[config.mk]
export PLATFORM = sky130hd
export DESIGN_NAME = pipelined_control_unit_flat
export DESIGN_NICKNAME = d
export VERILOG_FILES = /design/src/rtl/pipelined_control_unit_if.sv /design/src/rtl/pipelined_control_unit.sv /design/src/flat_wrapper.sv
export SDC_FILE = /design/constraint.sdc
export NUM_CORES = 1
export LEC_CHECK = 0
export BUFFER_PORTS_ARGS = -buffer_cell sky130_fd_sc_hd__buf_2
export CAP_MARGIN = 0
export CORE_UTILIZATION = 49
export CTS_CLUSTER_DIAMETER = 150
export CTS_CLUSTER_SIZE = 12
export DETAILED_ROUTE_END_ITERATION = 10
export PLACE_DENSITY_LB_ADDON = 0.15
export SLEW_MARGIN = 20
export SYNTH_ARGS = -nofsm -noshare
export SYNTH_HDL_FRONTEND = slang
export SYNTH_SLANG_ARGS = --single-unit
[constraint.sdc]
create_clock -name CLK -period 1.2 [get_ports CLK]
set_input_delay 0 -clock CLK [delete_from_list [all_inputs] [get_ports CLK]]
set_output_delay 0 -clock CLK [all_outputs]
set_load 0.01 [all_outputs]
[src/rtl/pipelined_control_unit_if.sv]
// rtl/pipelined_control_unit_if.sv - decode inputs, hazard/ALU-flag inputs and staged control outputs
interface pipelined_control_unit_if #(
  parameter int ALU_CTRL_W = 4
);
  logic [6:0]            OP;
  logic [2:0]            funct3;
  logic                  funct75;
  logic                  StallE;
  logic                  FlushE;
  logic                  ZeroE;
  logic                  LtE;
  logic                  LtuE;
  logic [2:0]            ImmSrcD;
  logic                  RegWriteE;
  logic                  RegWriteM;
  logic                  RegWriteW;
  logic [1:0]            ResultSrcE;
  logic [1:0]            ResultSrcM;
  logic [1:0]            ResultSrcW;
  logic                  MemWriteE;
  logic                  MemWriteM;
  logic                  ALUSrcAE;
  logic                  ALUSrcBE;
  logic [ALU_CTRL_W-1:0] ALUControlE;
  logic                  PCSrcE;
  logic                  PCTargetSrcE;
  logic                  IllegalW;

  modport master (
    output OP, funct3, funct75, StallE, FlushE, ZeroE, LtE, LtuE,
    input  ImmSrcD, RegWriteE, RegWriteM, RegWriteW, ResultSrcE, ResultSrcM, ResultSrcW,
    input  MemWriteE, MemWriteM, ALUSrcAE, ALUSrcBE, ALUControlE, PCSrcE, PCTargetSrcE, IllegalW
  );

  modport slave (
    input  OP, funct3, funct75, StallE, FlushE, ZeroE, LtE, LtuE,
    output ImmSrcD, RegWriteE, RegWriteM, RegWriteW, ResultSrcE, ResultSrcM, ResultSrcW,
    output MemWriteE, MemWriteM, ALUSrcAE, ALUSrcBE, ALUControlE, PCSrcE, PCTargetSrcE, IllegalW
  );
endinterface

[src/rtl/pipelined_control_unit.sv]
// rtl/pipelined_control_unit.sv - RV32I decode plus ID/EX, EX/MEM, MEM/WB control registers and branch resolve
module pipelined_control_unit #(
  parameter int ALU_CTRL_W   = 4,
  parameter int ILLEGAL_TRAP = 1
) (
  input logic                     CLK,
  input logic                     RST,
  pipelined_control_unit_if.slave ctl
);
  typedef struct packed {
    logic       reg_write;
    logic [1:0] result_src;
    logic       mem_write;
    logic       alu_src_a;
    logic       alu_src_b;
    logic [3:0] alu_ctrl;
    logic       branch;
    logic       jump;
    logic       jump_reg;
    logic       illegal;
    logic [2:0] funct3;
  } id_ex_t;

  typedef struct packed {
    logic       reg_write;
    logic [1:0] result_src;
    logic       mem_write;
    logic       illegal;
  } ex_mem_t;

  typedef struct packed {
    logic       reg_write;
    logic [1:0] result_src;
    logic       illegal;
  } mem_wb_t;

  id_ex_t  dec;
  id_ex_t  ex;
  ex_mem_t mem;
  mem_wb_t wb;
  logic [2:0] imm_src_d;
  logic       cond;

  function automatic logic [3:0] alu_op(input logic [2:0] f3, input logic alt);
    case (f3)
      3'b000:  alu_op = alt ? 4'b0001 : 4'b0000;
      3'b001:  alu_op = 4'b0111;
      3'b010:  alu_op = 4'b0101;
      3'b011:  alu_op = 4'b0110;
      3'b100:  alu_op = 4'b0100;
      3'b101:  alu_op = alt ? 4'b1001 : 4'b1000;
      3'b110:  alu_op = 4'b0011;
      default: alu_op = 4'b0010;
    endcase
  endfunction

  always_comb begin
    dec        = '0;
    imm_src_d  = 3'b000;
    dec.funct3 = ctl.funct3;
    case (ctl.OP)
      7'b0000011: begin
        dec.reg_write  = 1'b1;
        dec.result_src = 2'b01;
        dec.alu_src_b  = 1'b1;
      end
      7'b0100011: begin
        dec.mem_write = 1'b1;
        dec.alu_src_b = 1'b1;
        imm_src_d     = 3'b001;
      end
      7'b0110011: begin
        dec.reg_write = 1'b1;
        dec.alu_ctrl  = alu_op(ctl.funct3, ctl.funct75);
      end
      7'b0010011: begin
        // funct7[5] only distinguishes SRA/SRL among immediate ops; ADDI never becomes SUB
        dec.reg_write = 1'b1;
        dec.alu_src_b = 1'b1;
        dec.alu_ctrl  = alu_op(ctl.funct3, (ctl.funct3 == 3'b101) && ctl.funct75);
      end
      7'b1100011: begin
        if (ctl.funct3[2:1] == 2'b01) begin
          dec.illegal = 1'b1;
        end else begin
          dec.branch   = 1'b1;
          dec.alu_ctrl = 4'b0001;
          imm_src_d    = 3'b010;
        end
      end
      7'b1101111: begin
        dec.jump       = 1'b1;
        dec.reg_write  = 1'b1;
        dec.result_src = 2'b10;
        imm_src_d      = 3'b011;
      end
      7'b1100111: begin
        dec.jump       = 1'b1;
        dec.jump_reg   = 1'b1;
        dec.reg_write  = 1'b1;
        dec.result_src = 2'b10;
        dec.alu_src_b  = 1'b1;
      end
      7'b0110111: begin
        dec.reg_write = 1'b1;
        dec.alu_src_b = 1'b1;
        dec.alu_ctrl  = 4'b1010;
        imm_src_d     = 3'b100;
      end
      7'b0010111: begin
        dec.reg_write = 1'b1;
        dec.alu_src_a = 1'b1;
        dec.alu_src_b = 1'b1;
        imm_src_d     = 3'b100;
      end
      default: dec.illegal = 1'b1;
    endcase
  end

  // A stalled E slot must not be forwarded into M, or its writes would happen twice
  always_ff @(posedge CLK or negedge RST) begin
    if (!RST) begin
      ex  <= '0;
      mem <= '0;
      wb  <= '0;
    end else begin
      if (ctl.FlushE) begin
        ex <= '0;
      end else if (!ctl.StallE) begin
        ex <= dec;
      end
      if (ctl.StallE) begin
        mem <= '0;
      end else begin
        mem.reg_write  <= ex.reg_write;
        mem.result_src <= ex.result_src;
        mem.mem_write  <= ex.mem_write;
        mem.illegal    <= ex.illegal;
      end
      wb.reg_write  <= mem.reg_write;
      wb.result_src <= mem.result_src;
      wb.illegal    <= mem.illegal;
    end
  end

  always_comb begin
    cond = 1'b0;
    case (ex.funct3)
      3'b000:  cond = ctl.ZeroE;
      3'b001:  cond = !ctl.ZeroE;
      3'b100:  cond = ctl.LtE;
      3'b101:  cond = !ctl.LtE;
      3'b110:  cond = ctl.LtuE;
      3'b111:  cond = !ctl.LtuE;
      default: cond = 1'b0;
    endcase
  end

  assign ctl.ImmSrcD      = imm_src_d;
  assign ctl.RegWriteE    = ex.reg_write;
  assign ctl.RegWriteM    = mem.reg_write;
  assign ctl.RegWriteW    = wb.reg_write;
  assign ctl.ResultSrcE   = ex.result_src;
  assign ctl.ResultSrcM   = mem.result_src;
  assign ctl.ResultSrcW   = wb.result_src;
  assign ctl.MemWriteE    = ex.mem_write;
  assign ctl.MemWriteM    = mem.mem_write;
  assign ctl.ALUSrcAE     = ex.alu_src_a;
  assign ctl.ALUSrcBE     = ex.alu_src_b;
  assign ctl.ALUControlE  = ALU_CTRL_W'(ex.alu_ctrl);
  assign ctl.PCSrcE       = ex.jump | (ex.branch & cond);
  assign ctl.PCTargetSrcE = ex.jump_reg;
  assign ctl.IllegalW     = (ILLEGAL_TRAP != 0) ? wb.illegal : 1'b0;
endmodule

[src/flat_wrapper.sv]
// flat-port wrapper written by rule: the top's interface ports become plain ports
module pipelined_control_unit_flat 
#(
  parameter int ALU_CTRL_W   = 4,
  parameter int ILLEGAL_TRAP = 1
)
  (CLK, RST, ctl_OP, ctl_funct3, ctl_funct75, ctl_StallE, ctl_FlushE, ctl_ZeroE, ctl_LtE, ctl_LtuE, ctl_ImmSrcD, ctl_RegWriteE, ctl_RegWriteM, ctl_RegWriteW, ctl_ResultSrcE, ctl_ResultSrcM, ctl_ResultSrcW, ctl_MemWriteE, ctl_MemWriteM, ctl_ALUSrcAE, ctl_ALUSrcBE, ctl_ALUControlE, ctl_PCSrcE, ctl_PCTargetSrcE, ctl_IllegalW);
  pipelined_control_unit_if #(.ALU_CTRL_W(ALU_CTRL_W)) ctl_i ();
  input logic CLK;
  input logic RST;
  input wire logic [$bits(ctl_i.OP)-1:0] ctl_OP;
  input wire logic [$bits(ctl_i.funct3)-1:0] ctl_funct3;
  input wire logic [$bits(ctl_i.funct75)-1:0] ctl_funct75;
  input wire logic [$bits(ctl_i.StallE)-1:0] ctl_StallE;
  input wire logic [$bits(ctl_i.FlushE)-1:0] ctl_FlushE;
  input wire logic [$bits(ctl_i.ZeroE)-1:0] ctl_ZeroE;
  input wire logic [$bits(ctl_i.LtE)-1:0] ctl_LtE;
  input wire logic [$bits(ctl_i.LtuE)-1:0] ctl_LtuE;
  output wire logic [$bits(ctl_i.ImmSrcD)-1:0] ctl_ImmSrcD;
  output wire logic [$bits(ctl_i.RegWriteE)-1:0] ctl_RegWriteE;
  output wire logic [$bits(ctl_i.RegWriteM)-1:0] ctl_RegWriteM;
  output wire logic [$bits(ctl_i.RegWriteW)-1:0] ctl_RegWriteW;
  output wire logic [$bits(ctl_i.ResultSrcE)-1:0] ctl_ResultSrcE;
  output wire logic [$bits(ctl_i.ResultSrcM)-1:0] ctl_ResultSrcM;
  output wire logic [$bits(ctl_i.ResultSrcW)-1:0] ctl_ResultSrcW;
  output wire logic [$bits(ctl_i.MemWriteE)-1:0] ctl_MemWriteE;
  output wire logic [$bits(ctl_i.MemWriteM)-1:0] ctl_MemWriteM;
  output wire logic [$bits(ctl_i.ALUSrcAE)-1:0] ctl_ALUSrcAE;
  output wire logic [$bits(ctl_i.ALUSrcBE)-1:0] ctl_ALUSrcBE;
  output wire logic [$bits(ctl_i.ALUControlE)-1:0] ctl_ALUControlE;
  output wire logic [$bits(ctl_i.PCSrcE)-1:0] ctl_PCSrcE;
  output wire logic [$bits(ctl_i.PCTargetSrcE)-1:0] ctl_PCTargetSrcE;
  output wire logic [$bits(ctl_i.IllegalW)-1:0] ctl_IllegalW;
  assign ctl_i.OP = ctl_OP;
  assign ctl_i.funct3 = ctl_funct3;
  assign ctl_i.funct75 = ctl_funct75;
  assign ctl_i.StallE = ctl_StallE;
  assign ctl_i.FlushE = ctl_FlushE;
  assign ctl_i.ZeroE = ctl_ZeroE;
  assign ctl_i.LtE = ctl_LtE;
  assign ctl_i.LtuE = ctl_LtuE;
  assign ctl_ImmSrcD = ctl_i.ImmSrcD;
  assign ctl_RegWriteE = ctl_i.RegWriteE;
  assign ctl_RegWriteM = ctl_i.RegWriteM;
  assign ctl_RegWriteW = ctl_i.RegWriteW;
  assign ctl_ResultSrcE = ctl_i.ResultSrcE;
  assign ctl_ResultSrcM = ctl_i.ResultSrcM;
  assign ctl_ResultSrcW = ctl_i.ResultSrcW;
  assign ctl_MemWriteE = ctl_i.MemWriteE;
  assign ctl_MemWriteM = ctl_i.MemWriteM;
  assign ctl_ALUSrcAE = ctl_i.ALUSrcAE;
  assign ctl_ALUSrcBE = ctl_i.ALUSrcBE;
  assign ctl_ALUControlE = ctl_i.ALUControlE;
  assign ctl_PCSrcE = ctl_i.PCSrcE;
  assign ctl_PCTargetSrcE = ctl_i.PCTargetSrcE;
  assign ctl_IllegalW = ctl_i.IllegalW;
  pipelined_control_unit #(.ALU_CTRL_W(ALU_CTRL_W), .ILLEGAL_TRAP(ILLEGAL_TRAP)) u_core (.CLK(CLK), .RST(RST), .ctl(ctl_i));
endmodule
==> flow_summary.toml <==
[status]
status = "finished, violations left"
violations = "negative setup slack"

[floorplanning]
row_count = 18
coreArea_um2 = 2455
die_x_um = 52.74
boundaryPins = 41
initial_core_util_pct = 51.38
die_h_um = 52.74
floorplan.die_area_um2 = 2781

[yosys]
yosys_warnings = 0
syn-num-nets = 137
synth_cell_type_count = 31
yosysTopAreaCell = "dfrtp_1"
ys_seq_area_share_pct = 49.60
yosys-top-cells-area = "dfrtp_1 (50%), mux2i_1 (5.6%), buf_4 (5.4%), nor2_1 (3.9%), nor2b_1 (3.0%)"
syn-cell-area_um2 = 1261
netlist.area_leader.share_pct = 49.60
synth_seq_cells = 25
syn_inst = 119
avgSynthCellArea_um2 = 10.60

[timing]
relSlewSlack_pct = 62.76
period_minus_slack_ns = 1.469
timing.fmax_ghz = 0.6805
worstMarginPinSlew_ns = 0.5586
finalMaxSlewViolations = 0
timing.setup.tns_ns = -0.2694
hold_viol = 0
rsz0062_at_grt = "true"
clock_skew_ns = 0.001175
min_period_over_period_pct = 122.5
timing.final.ws_setup_ns = -0.2694
setup_viol = 1

[global_routing]
antenna_found_initial = 0
track_usage_pct = 21.48
grt_max_degree = 26
grt-busiest-layer = "met2"
grt_pass1_wl_um = 4284
grt.met1_usage_pct = 27.34
grt.met2_usage_pct = 36.92
overflow = 0
use_met3_pct = 2.609
grt_pass1_vias = 961

[min_path]
hp-class = "input port to flip-flop"

[finish]
nNetsFinal = 182
area_growth_pct = 21.53
n_antenna_cell = 0
final_cells = 193
drive_above_1_share_pct = 34.97

[power]
p_leak_nw = 0.8077
pwr_density_cell_nw_per_um2 = 958.0
ir_worst_vdd_mv = 0.5844

[clocking]
clockBufferDepth = 2
cts-buffers-inserted = 3
root_buffer = "clkbuf_4"
clk_pin_slew_ns = 0.14
insertion_delay_ns = 0.31
h-tree-depth = 1
cts_tree = "built"
cts_sinks = 25

[flow_run]
cap_violations = 0

[placement]
gp_congestion = 0.8027
io_buffers = 40
dp_hpwl_um = 1817
dp_cells = 183

[route]
wl_um = 2609
drc = 0
avgViaCountPerCell = 5.363
drtIter0Drc = 11
antenna_left = 0
vias = 1035
dr.pass1.iters = 4
wl_per_cell_um = 13.52

[worst_setup_path]
start_kind = "flip-flop"
path_class = "flip-flop to output pin"
crit_path_max_fanout = 2
crit_required_ns = 1.20
cp.arrival_ns = 1.47
endpoint_kind = "output pin"
==> power by group <==
group          switching, mW  internal (mW)  total [mW]
Combinational          0.123         0.0960       0.219
Sequential            0.0104          0.861       0.872
Clock                  0.248          0.130       0.378
Total                  0.381           1.09        1.47
==> Yosys cell counts, drive strengths merged <==
master,number
a22oi,3
mux2i,7
a2111oi,2
a221oi,1
nand3,3
a21o,1
dfrtp,25
xor2,2
nand2,9
inv,2
nor3,5
xnor2,1
nand2b,3
nor4,1
nor2b,6
nor2,13
o21ai,3
o32ai,1
o22ai,3
a21oi,7
buf,10
clkbuf,3
or3,3
nand3b,4
o41ai,1
==> area by class of cell <==
cell class,instances,area (µm²)
fillers,216,922.1
flip-flops and latches,25,625.6
multi-input cells,79,525.5
repair buffers,53,310.3
well taps,30,37.54
clock buffers,4,26.28
inverters,2,7.507
==> worst paths after layout <==
check | from | slack, ns | endpoint | cells past startpoint
max | u_core.ex[2]$_DFFE_PN0P_ | -0.27 | ctl_PCSrcE | 5
min | ctl_funct3[2] | 0.02 | u_core.ex[2]$_DFFE_PN0P_ | 3
max reg2reg | u_core.ex[2]$_DFFE_PN0P_ | 0.37 | u_core.ex[2]$_DFFE_PN0P_ | 3
min reg2reg | u_core.mem[0]$_DFF_PN0_ | 0.37 | u_core.ctl.IllegalW$_DFF_PN0_ | 0
max in group asynchronous | RST | 0.64 | u_core.ex[3]$_DFFE_PN0P_ | 2
min in group asynchronous | RST | 0.19 | u_core.ex[6]$_DFFE_PN0P_ | 2
==> state kept, by name, summed over array words and instances (netlist names) <==
signal and cells:
u_core.ctl.ResultSrcE 1, u_core.ctl.MemWriteE 1, u_core.ctl.IllegalW 1, u_core.ctl.ALUSrcBE 1
u_core.mem 1, u_core.ctl.RegWriteM 1, u_core.ctl.ResultSrcM 2, u_core.ctl.RegWriteW 1
u_core.ctl.ResultSrcW 2, u_core.ctl.PCTargetSrcE 1, u_core.ctl.MemWriteM 1, u_core.ctl.ALUControlE 4
u_core.ex 6, u_core.ctl.RegWriteE 1, u_core.ctl.ALUSrcAE 1
==> worst max-delay path: stages (launching register included) <==
cell     delay (ns)
dfrtp_1        0.39
mux2i_1        0.22
xor2_1         0.17
o21ai_1        0.08
a21o_1         0.16
buf_2          0.13
==> repair_timing <==
item / CTS / global route
endpoints found under the setup margin: 1 / 1
buffers inserted: 1 / 0
pin swaps: 3 / 1
hold buffers: 5 / 0
endpoints found under the hold margin: 27 / 0
resized for setup: 1 / 0
==> cells by family after synthesis <==
family | Yosys count | share of synthesized area, %
mux | 7 | 5.556
xor+xnor | 3 | 2.084
simple gates | 47 | 20.63
flops | 25 | 49.60
compound gates | 22 | 13.39
buf+inv | 15 | 8.730
==> routing by layer <==
layer / routed length, µm / up-vias
met3: 109 / 5
met1: 1183 / 502
met2: 1279 / 29
met5: 0 / -
li1: - / 499
met4: 38 / 0
==> per-stage QoR <==
| stage | power, mW | utilization [%] | hold slack (ns) | setup slack, ns | instance area [µm²] |
|---|---|---|---|---|---|
| floorplan | 0.9931 | - | -0.2956 | 0.2024 | 1261 |
| CTS | 1.475 | 62.44 | 0.004944 | -0.2924 | 1533 |
| finish | 1.468 | 62.44 | 0.01558 | -0.2694 | 1533 |
| global placement | 1.086 | 59.02 | 0.01639 | 0.03157 | 1449 |
| global route | 1.531 | 62.44 | 0.01057 | -0.3312 | 1533 |
| detailed placement | 1.091 | 59.02 | 0.02728 | 0.03721 | 1449 |
==> layout by cell type, fill, tap and decap left out <==
master	count
a2111oi_0	1
a2111oi_4	1
a21o_1	1
a21oi_1	7
a221oi_1	1
a22oi_1	3
buf_2	40
buf_4	8
clkbuf_1	1
clkbuf_4	3
dfrtp_1	25
dlygate4sd3_1	5
inv_1	2
mux2i_1	7
nand2_1	9
nand2b_1	3
nand3_1	3
nand3b_1	2
nand3b_2	1
nand3b_4	1
nor2_1	13
nor2b_1	6
nor3_1	3
nor3_2	2
nor4_1	1
o21ai_0	2
o21ai_1	1
o22ai_1	3
o32ai_1	1
o41ai_2	1
or3_1	3
xnor2_1	1
xor2_1	2
No activity file was read; power rests on OpenSTA's default activity.
